### config.mk
export PLATFORM = sky130hd
export DESIGN_NAME = la_capture_core_flat
export DESIGN_NICKNAME = d
export VERILOG_FILES = /design/src/rtl/la_capture_core_if.sv /design/src/rtl/la_capture_core.sv /design/src/flat_wrapper.sv
export SDC_FILE = /design/constraint.sdc
export NUM_CORES = 2
export LEC_CHECK = 0
export ABC_CLOCK_PERIOD_IN_PS = 10100
export BUFFER_PORTS_ARGS = -buffer_cell sky130_fd_sc_hd__buf_4
export CAP_MARGIN = 20
export CORE_UTILIZATION = 25
export CTS_CLUSTER_DIAMETER = 40
export CTS_CLUSTER_SIZE = 24
export DETAILED_ROUTE_END_ITERATION = 7
export GPL_TIMING_DRIVEN = 1
export SLEW_MARGIN = 30
export SYNTH_ARGS = -nofsm -noshare
export SYNTH_HDL_FRONTEND = slang
export SYNTH_SLANG_ARGS = --single-unit
### constraint.sdc
create_clock -name clk_i -period 10.1 [get_ports clk_i]
set_clock_uncertainty 0.05 [all_clocks]
set_input_delay 2.02 -clock clk_i [delete_from_list [all_inputs] [get_ports clk_i]]
set_output_delay 2.02 -clock clk_i [all_outputs]
set_load 0.05 [all_outputs]
### src/rtl/la_capture_core_if.sv
// Control, trigger, probe and readout signals of the logic-analyzer capture core.
// master = controller/probe side, slave = capture core.
interface la_capture_core_if #(
   parameter int DATA_W = 15,
   parameter int TRIG_W = 5,
   parameter int ADDR_W = 8
);
   logic              arm_i;
   logic              abort_i;
   logic [TRIG_W-1:0] trig_mask_i;
   logic [TRIG_W-1:0] trig_value_i;
   logic              trig_edge_i;
   logic [ADDR_W-1:0] pretrig_i;
   logic [TRIG_W-1:0] trig0_i;
   logic [DATA_W-1:0] data_i;
   logic [ADDR_W-1:0] rd_addr_i;
   logic [DATA_W-1:0] rd_data_o;
   logic [2:0]        state_o;
   logic              busy_o;
   logic              done_o;
   logic [ADDR_W-1:0] trig_addr_o;
   logic [ADDR_W-1:0] start_addr_o;

   modport master (
      output arm_i, abort_i, trig_mask_i, trig_value_i, trig_edge_i, pretrig_i,
             trig0_i, data_i, rd_addr_i,
      input  rd_data_o, state_o, busy_o, done_o, trig_addr_o, start_addr_o
   );

   modport slave (
      input  arm_i, abort_i, trig_mask_i, trig_value_i, trig_edge_i, pretrig_i,
             trig0_i, data_i, rd_addr_i,
      output rd_data_o, state_o, busy_o, done_o, trig_addr_o, start_addr_o
   );
endinterface

### src/rtl/la_capture_core.sv
// Logic-analyzer capture engine: circular sample buffer with pre-trigger window,
// masked level/edge trigger and a frozen buffer for synchronous readout.
//
// state | meaning
// IDLE  | not capturing, buffer frozen
// PRE   | filling the pre-trigger window (pt samples)
// ARMED | writing circularly, waiting for fire
// POST  | writing the post-trigger window
// DONE  | capture complete, buffer frozen for readout
module la_capture_core #(
   parameter int DATA_W = 15,
   parameter int TRIG_W = 5,
   parameter int DEPTH  = 256,
   parameter int ADDR_W = $clog2(DEPTH)
) (
   input  logic            clk_i,
   input  logic            rst_i,
   la_capture_core_if.slave bus
);
   typedef enum logic [2:0] {
      S_IDLE  = 3'd0,
      S_PRE   = 3'd1,
      S_ARMED = 3'd2,
      S_POST  = 3'd3,
      S_DONE  = 3'd4
   } state_t;

   localparam logic [ADDR_W-1:0] LAST = ADDR_W'(DEPTH - 1);
   localparam logic [ADDR_W-1:0] ONE  = ADDR_W'(1);

   state_t            state, state_nxt;
   logic [DATA_W-1:0] mem [DEPTH];
   logic [DATA_W-1:0] rd_data;
   logic [ADDR_W-1:0] wr_ptr, pre_cnt, post_cnt, pt;
   logic [ADDR_W-1:0] trig_addr, start_addr;
   logic              match, match_d, fire, capturing, we, arm_ok;

   assign match     = ((bus.trig0_i ^ bus.trig_value_i) & bus.trig_mask_i) == '0;
   assign fire      = bus.trig_edge_i ? (match & ~match_d) : match;
   assign capturing = (state == S_PRE) || (state == S_ARMED) || (state == S_POST);
   assign we        = capturing && !bus.abort_i && !rst_i;
   assign arm_ok    = bus.arm_i && !bus.abort_i && ((state == S_IDLE) || (state == S_DONE));

   always_comb begin
      state_nxt = state;
      if (bus.abort_i) begin
         state_nxt = S_IDLE;
      end else begin
         case (state)
            S_IDLE, S_DONE: if (bus.arm_i) state_nxt = (bus.pretrig_i != '0) ? S_PRE : S_ARMED;
            S_PRE:          if (pre_cnt == pt - ONE) state_nxt = S_ARMED;
            S_ARMED:        if (fire) state_nxt = (pt == LAST) ? S_DONE : S_POST;
            S_POST:         if (post_cnt == ONE) state_nxt = S_DONE;
            default:        state_nxt = S_IDLE;
         endcase
      end
   end

   always_ff @(posedge clk_i) begin
      if (rst_i) begin
         state      <= S_IDLE;
         wr_ptr     <= '0;
         pre_cnt    <= '0;
         post_cnt   <= '0;
         pt         <= '0;
         trig_addr  <= '0;
         start_addr <= '0;
         match_d    <= 1'b0;
         rd_data    <= '0;
      end else begin
         state   <= state_nxt;
         match_d <= match;
         rd_data <= mem[bus.rd_addr_i];
         if (arm_ok) begin
            wr_ptr  <= '0;
            pre_cnt <= '0;
            pt      <= bus.pretrig_i;
         end
         if (we) begin
            wr_ptr <= wr_ptr + ONE;
            case (state)
               S_PRE: pre_cnt <= pre_cnt + ONE;
               S_ARMED: begin
                  // Trigger sample is the one being written this cycle
                  if (fire) begin
                     trig_addr  <= wr_ptr;
                     start_addr <= wr_ptr - pt;
                     post_cnt   <= LAST - pt;
                  end
               end
               S_POST: post_cnt <= post_cnt - ONE;
               default: ;
            endcase
         end
      end
   end

   // Buffer storage carries no reset so it maps onto block RAM
   always_ff @(posedge clk_i) begin
      if (we) mem[wr_ptr] <= bus.data_i;
   end

   assign bus.rd_data_o    = rd_data;
   assign bus.state_o      = state;
   assign bus.busy_o       = capturing;
   assign bus.done_o       = (state == S_DONE);
   assign bus.trig_addr_o  = trig_addr;
   assign bus.start_addr_o = start_addr;
endmodule
### src/flat_wrapper.sv
// flat-port wrapper written by rule: the top's interface ports become plain ports
module la_capture_core_flat 
#(
   parameter int DATA_W = 15,
   parameter int TRIG_W = 5,
   parameter int DEPTH  = 256,
   parameter int ADDR_W = $clog2(DEPTH)
)
  (clk_i, rst_i, bus_arm_i, bus_abort_i, bus_trig_mask_i, bus_trig_value_i, bus_trig_edge_i, bus_pretrig_i, bus_trig0_i, bus_data_i, bus_rd_addr_i, bus_rd_data_o, bus_state_o, bus_busy_o, bus_done_o, bus_trig_addr_o, bus_start_addr_o);
  la_capture_core_if #(.DATA_W(DATA_W), .TRIG_W(TRIG_W), .ADDR_W(ADDR_W)) bus_i ();
  input  logic clk_i;
  input  logic rst_i;
  input wire logic [$bits(bus_i.arm_i)-1:0] bus_arm_i;
  input wire logic [$bits(bus_i.abort_i)-1:0] bus_abort_i;
  input wire logic [$bits(bus_i.trig_mask_i)-1:0] bus_trig_mask_i;
  input wire logic [$bits(bus_i.trig_value_i)-1:0] bus_trig_value_i;
  input wire logic [$bits(bus_i.trig_edge_i)-1:0] bus_trig_edge_i;
  input wire logic [$bits(bus_i.pretrig_i)-1:0] bus_pretrig_i;
  input wire logic [$bits(bus_i.trig0_i)-1:0] bus_trig0_i;
  input wire logic [$bits(bus_i.data_i)-1:0] bus_data_i;
  input wire logic [$bits(bus_i.rd_addr_i)-1:0] bus_rd_addr_i;
  output wire logic [$bits(bus_i.rd_data_o)-1:0] bus_rd_data_o;
  output wire logic [$bits(bus_i.state_o)-1:0] bus_state_o;
  output wire logic [$bits(bus_i.busy_o)-1:0] bus_busy_o;
  output wire logic [$bits(bus_i.done_o)-1:0] bus_done_o;
  output wire logic [$bits(bus_i.trig_addr_o)-1:0] bus_trig_addr_o;
  output wire logic [$bits(bus_i.start_addr_o)-1:0] bus_start_addr_o;
  assign bus_i.arm_i = bus_arm_i;
  assign bus_i.abort_i = bus_abort_i;
  assign bus_i.trig_mask_i = bus_trig_mask_i;
  assign bus_i.trig_value_i = bus_trig_value_i;
  assign bus_i.trig_edge_i = bus_trig_edge_i;
  assign bus_i.pretrig_i = bus_pretrig_i;
  assign bus_i.trig0_i = bus_trig0_i;
  assign bus_i.data_i = bus_data_i;
  assign bus_i.rd_addr_i = bus_rd_addr_i;
  assign bus_rd_data_o = bus_i.rd_data_o;
  assign bus_state_o = bus_i.state_o;
  assign bus_busy_o = bus_i.busy_o;
  assign bus_done_o = bus_i.done_o;
  assign bus_trig_addr_o = bus_i.trig_addr_o;
  assign bus_start_addr_o = bus_i.start_addr_o;
  la_capture_core #(.DATA_W(DATA_W), .TRIG_W(TRIG_W), .DEPTH(DEPTH), .ADDR_W(ADDR_W)) u_core (.clk_i(clk_i), .rst_i(rst_i), .bus(bus_i));
endmodule
==> results.sh <==
export IMPL_first_global_vias=73950
export IMPL_clock_fmax_mhz=179.6
export IMPL_regArea_um2=116700
export IMPL_cts_sinks=3907
export IMPL_final_hold_violation_count=0
export IMPL_grt_max_degree=185
export IMPL_root_buffer="clkbuf_16"
export IMPL_grt_pass1_wl_um=577800
export IMPL_num_io_pins=87
export IMPL_cp_startpoint="bus_rd_addr_i[4]"
export IMPL_num_vias=74690
export IMPL_worst_pin_slew_ns=1.117
export IMPL_track_usage=0.1342
export IMPL_stdcell_count=15390
export IMPL_postCtsSetupBuffers=0
export IMPL_leakage_nw=52.96
export IMPL_final_antenna_net_count=0
export IMPL_setup_viol=0
export IMPL_avgRoutedWirePerCell_um=26.89
export IMPL_drc=0
export IMPL_yosysSeqAreaShare=0.7874
export IMPL_cp_data_arrival_time_ns=6.44
export IMPL_die_w_um=771.8
export IMPL_portBuffers=86
export IMPL_nets=7304
export IMPL_first_pass_iters=6
export IMPL_rrSetupSlack_ns=6.06
export IMPL_post_route_period_util=0.5514
export IMPL_cts_buffer_depth=4
export IMPL_wl_um=413700
export IMPL_power_density_nw_per_um2=199.9
export IMPL_status="completed"
export IMPL_netlist_area_um2=148200
export IMPL_hold_start="u_core.bus.start_addr_o[5]$_SDFFE_PP0P_"
export IMPL_cp_start_kind="input port"
export IMPL_antenna_found_initial=29
export IMPL_drv_cap=0
export IMPL_dp_hpwl_um=250100
export IMPL_coreArea_um2=589900
export IMPL_synth_seq_cells=3907
export IMPL_syn_nets=6787
export IMPL_vias_per_cell=4.854
export IMPL_dominantRegCellSynth="edfxtp_1"
export IMPL_cts_hold_buffers=0
export IMPL_yosysWarnings=0
export IMPL_crit_fanout=45
export IMPL_finalMaxSlewViolations=0
export IMPL_clk_latency_ns=0.99
export IMPL_layout_common_cells="3840 x edfxtp_1, 945 x mux4_2, 434 x buf_4, 409 x clkbuf_16, 341 x nor2_1"
export IMPL_end_kind="register"
export IMPL_utilization=0.2965
export IMPL_min_period_ns=5.569
export IMPL_multi_input_area_um2=30120
export IMPL_globalRouteOverflowTotal=0
export IMPL_layout_commonest_cell="edfxtp_1"
export IMPL_crit_type="input port to register"
export IMPL_syn_inst=6719
export IMPL_hold_class="register to register"
export IMPL_drive_gt1_frac=0.2941
export IMPL_synth_edf_count=3840
export IMPL_gp_congestion=0.8540
export IMPL_initial_utilization=0.2511
export IMPL_tns_ns=0
export IMPL_r2r_start="u_core.bus.state_o[0]$_SDFFE_PP0P_"
export IMPL_drt_initial_drc_count=10880
export IMPL_required_ns=10.97
export IMPL_rsz0062_at_grt="false"
export IMPL_fillCellCount=56650
export IMPL_ctsResizeCount=0
export IMPL_cts_made_buffers=402
export IMPL_clkTransAtPathRegs_ns=0.08
export IMPL_die_y_um=771.8
export IMPL_rows=282
export IMPL_maxSlewHeadroom=0.2554
export IMPL_fp_dieArea_um2=595700
export IMPL_async_flop_share=0
export IMPL_h_tree_depth=5
export IMPL_dp_cells=14640
export IMPL_peakVddDrop_uv=165.5
export IMPL_syn_avg_cell_area_um2=22.05
export IMPL_cts_tree="done"
export IMPL_synthToLayoutAreaGrowth_pct=18.05
export IMPL_yosysUniqueCellTypes=57
-- area by class of cell --
| type | instances | area share |
|---|---|---|
| Sequential cell | 3907 | 0.6670 |
| Multi-Input combinational cell | 2419 | 0.1722 |
| Clock buffer | 435 | 0.05908 |
| Tap cell | 7810 | 0.05587 |
| Timing Repair Buffer | 493 | 0.02392 |
| Clock inverter | 302 | 0.02155 |
| Inverter | 13 | 0.0002790 |
| Antenna cell | 8 | 0.0001145 |
-- cells in the mapped netlist, types with 4 or more instances --
library cell	count	area, um2
buf_4	25	187.7
a31oi_1	4	25.02
and2_1	7	43.79
xnor2_1	11	96.34
buf_2	96	480.5
nand2b_1	4	25.02
nand2_1	125	469.2
a211oi_1	4	30.03
edfxtp_1	3840	115300
buf_1	19	71.32
o221ai_1	15	131.4
dfxtp_1	67	1341
nor3_1	59	295.3
or3_1	6	37.54
mux4_2	945	21280
buf_6	30	337.8
nor2_1	351	1318
or4b_1	14	140.1
o211ai_1	4	30.03
o22ai_1	314	1964
mux2i_1	46	460.4
nand4_1	9	56.30
nand3b_1	4	30.03
a21oi_1	131	655.6
nand3_1	38	190.2
o21ai_0	76	380.4
nor4_1	68	425.4
clkbuf_1	210	788.3
xor2_1	14	122.6
nor2b_1	14	87.58
a2111oi_0	15	131.4
a22oi_1	76	570.6
and3_1	16	100.1
inv_1	13	48.80
ha_1	16	200.2
-- worst max-delay path, cell delays in order --
cell and delay [ns]:
buf_4 0.50, or3b_4 0.45, buf_4 0.72, o22ai_1 0.19
nor3_1 0.67, nand2_1 0.71, a21oi_1 0.80, or4b_1 0.24
-- state kept, by name, indices dropped and copies added (netlist names) --
name	count
u_core.bus.rd_data_o	15
u_core.bus.start_addr_o	8
u_core.bus.state_o	3
u_core.bus.trig_addr_o	8
u_core.match_d	1
u_core.mem	3840
u_core.post_cnt	8
u_core.pre_cnt	8
u_core.pt	8
u_core.wr_ptr	8
-- worst paths after layout --
kind / end / cells after the start
min: u_core.bus.start_addr_o[5]$_SDFFE_PP0P_ / 2
min reg2reg: u_core.bus.start_addr_o[5]$_SDFFE_PP0P_ / 2
max: u_core.bus.rd_data_o[12]$_SDFF_PP0_ / 8
max reg2reg: u_core.mem[84][5]$_DFFE_PP_ / 7
-- per-stage QoR --
stage	worst slack (ns)	cell area [um2]	hold slack, ns	power (W)
2_1_floorplan	5.451	148200	0.3950	0.01889
3_3_place_gp	2.798	160100	0.3964	0.01962
3_5_place_dp	3.683	160500	0.4009	0.01967
4_1_cts	4.725	174700	0.4156	0.03515
5_1_grt	4.423	174900	0.4319	0.03578
6_report	4.531	174900	0.4087	0.03497
-- kinds of logic after synthesis --
kind of cell | Yosys count | share of synthesized area
buffers and inverters | 393 | 0.01292
DFF | 3907 | 0.7874
adders and majority gates | 17 | 0.001486
xor gates and xnor gates | 25 | 0.001478
and+or+nand+nor | 727 | 0.02234
AOI/OAI and AO/OA | 659 | 0.02763
muxes | 991 | 0.1468
-- layer usage --
metal | vias to the layer above | share of wire | GRT usage
met5 | - | 0.00014 | 0
met4 | 8 | 0.039 | 0.04760
met3 | 702 | 0.10 | 0.02703
met2 | 4177 | 0.46 | 0.2093
met1 | 40130 | 0.40 | 0.1863
li1 | 29680 | - | -
-- report_power, final --
part | switching, W | internal [W]
combinational | 0.000989 | 0.000491
clock | 0.00677 | 0.00888
sequential | 0.0000372 | 0.0178
total | 0.00780 | 0.0272
Note: power is estimated with default switching activity, not from simulation.
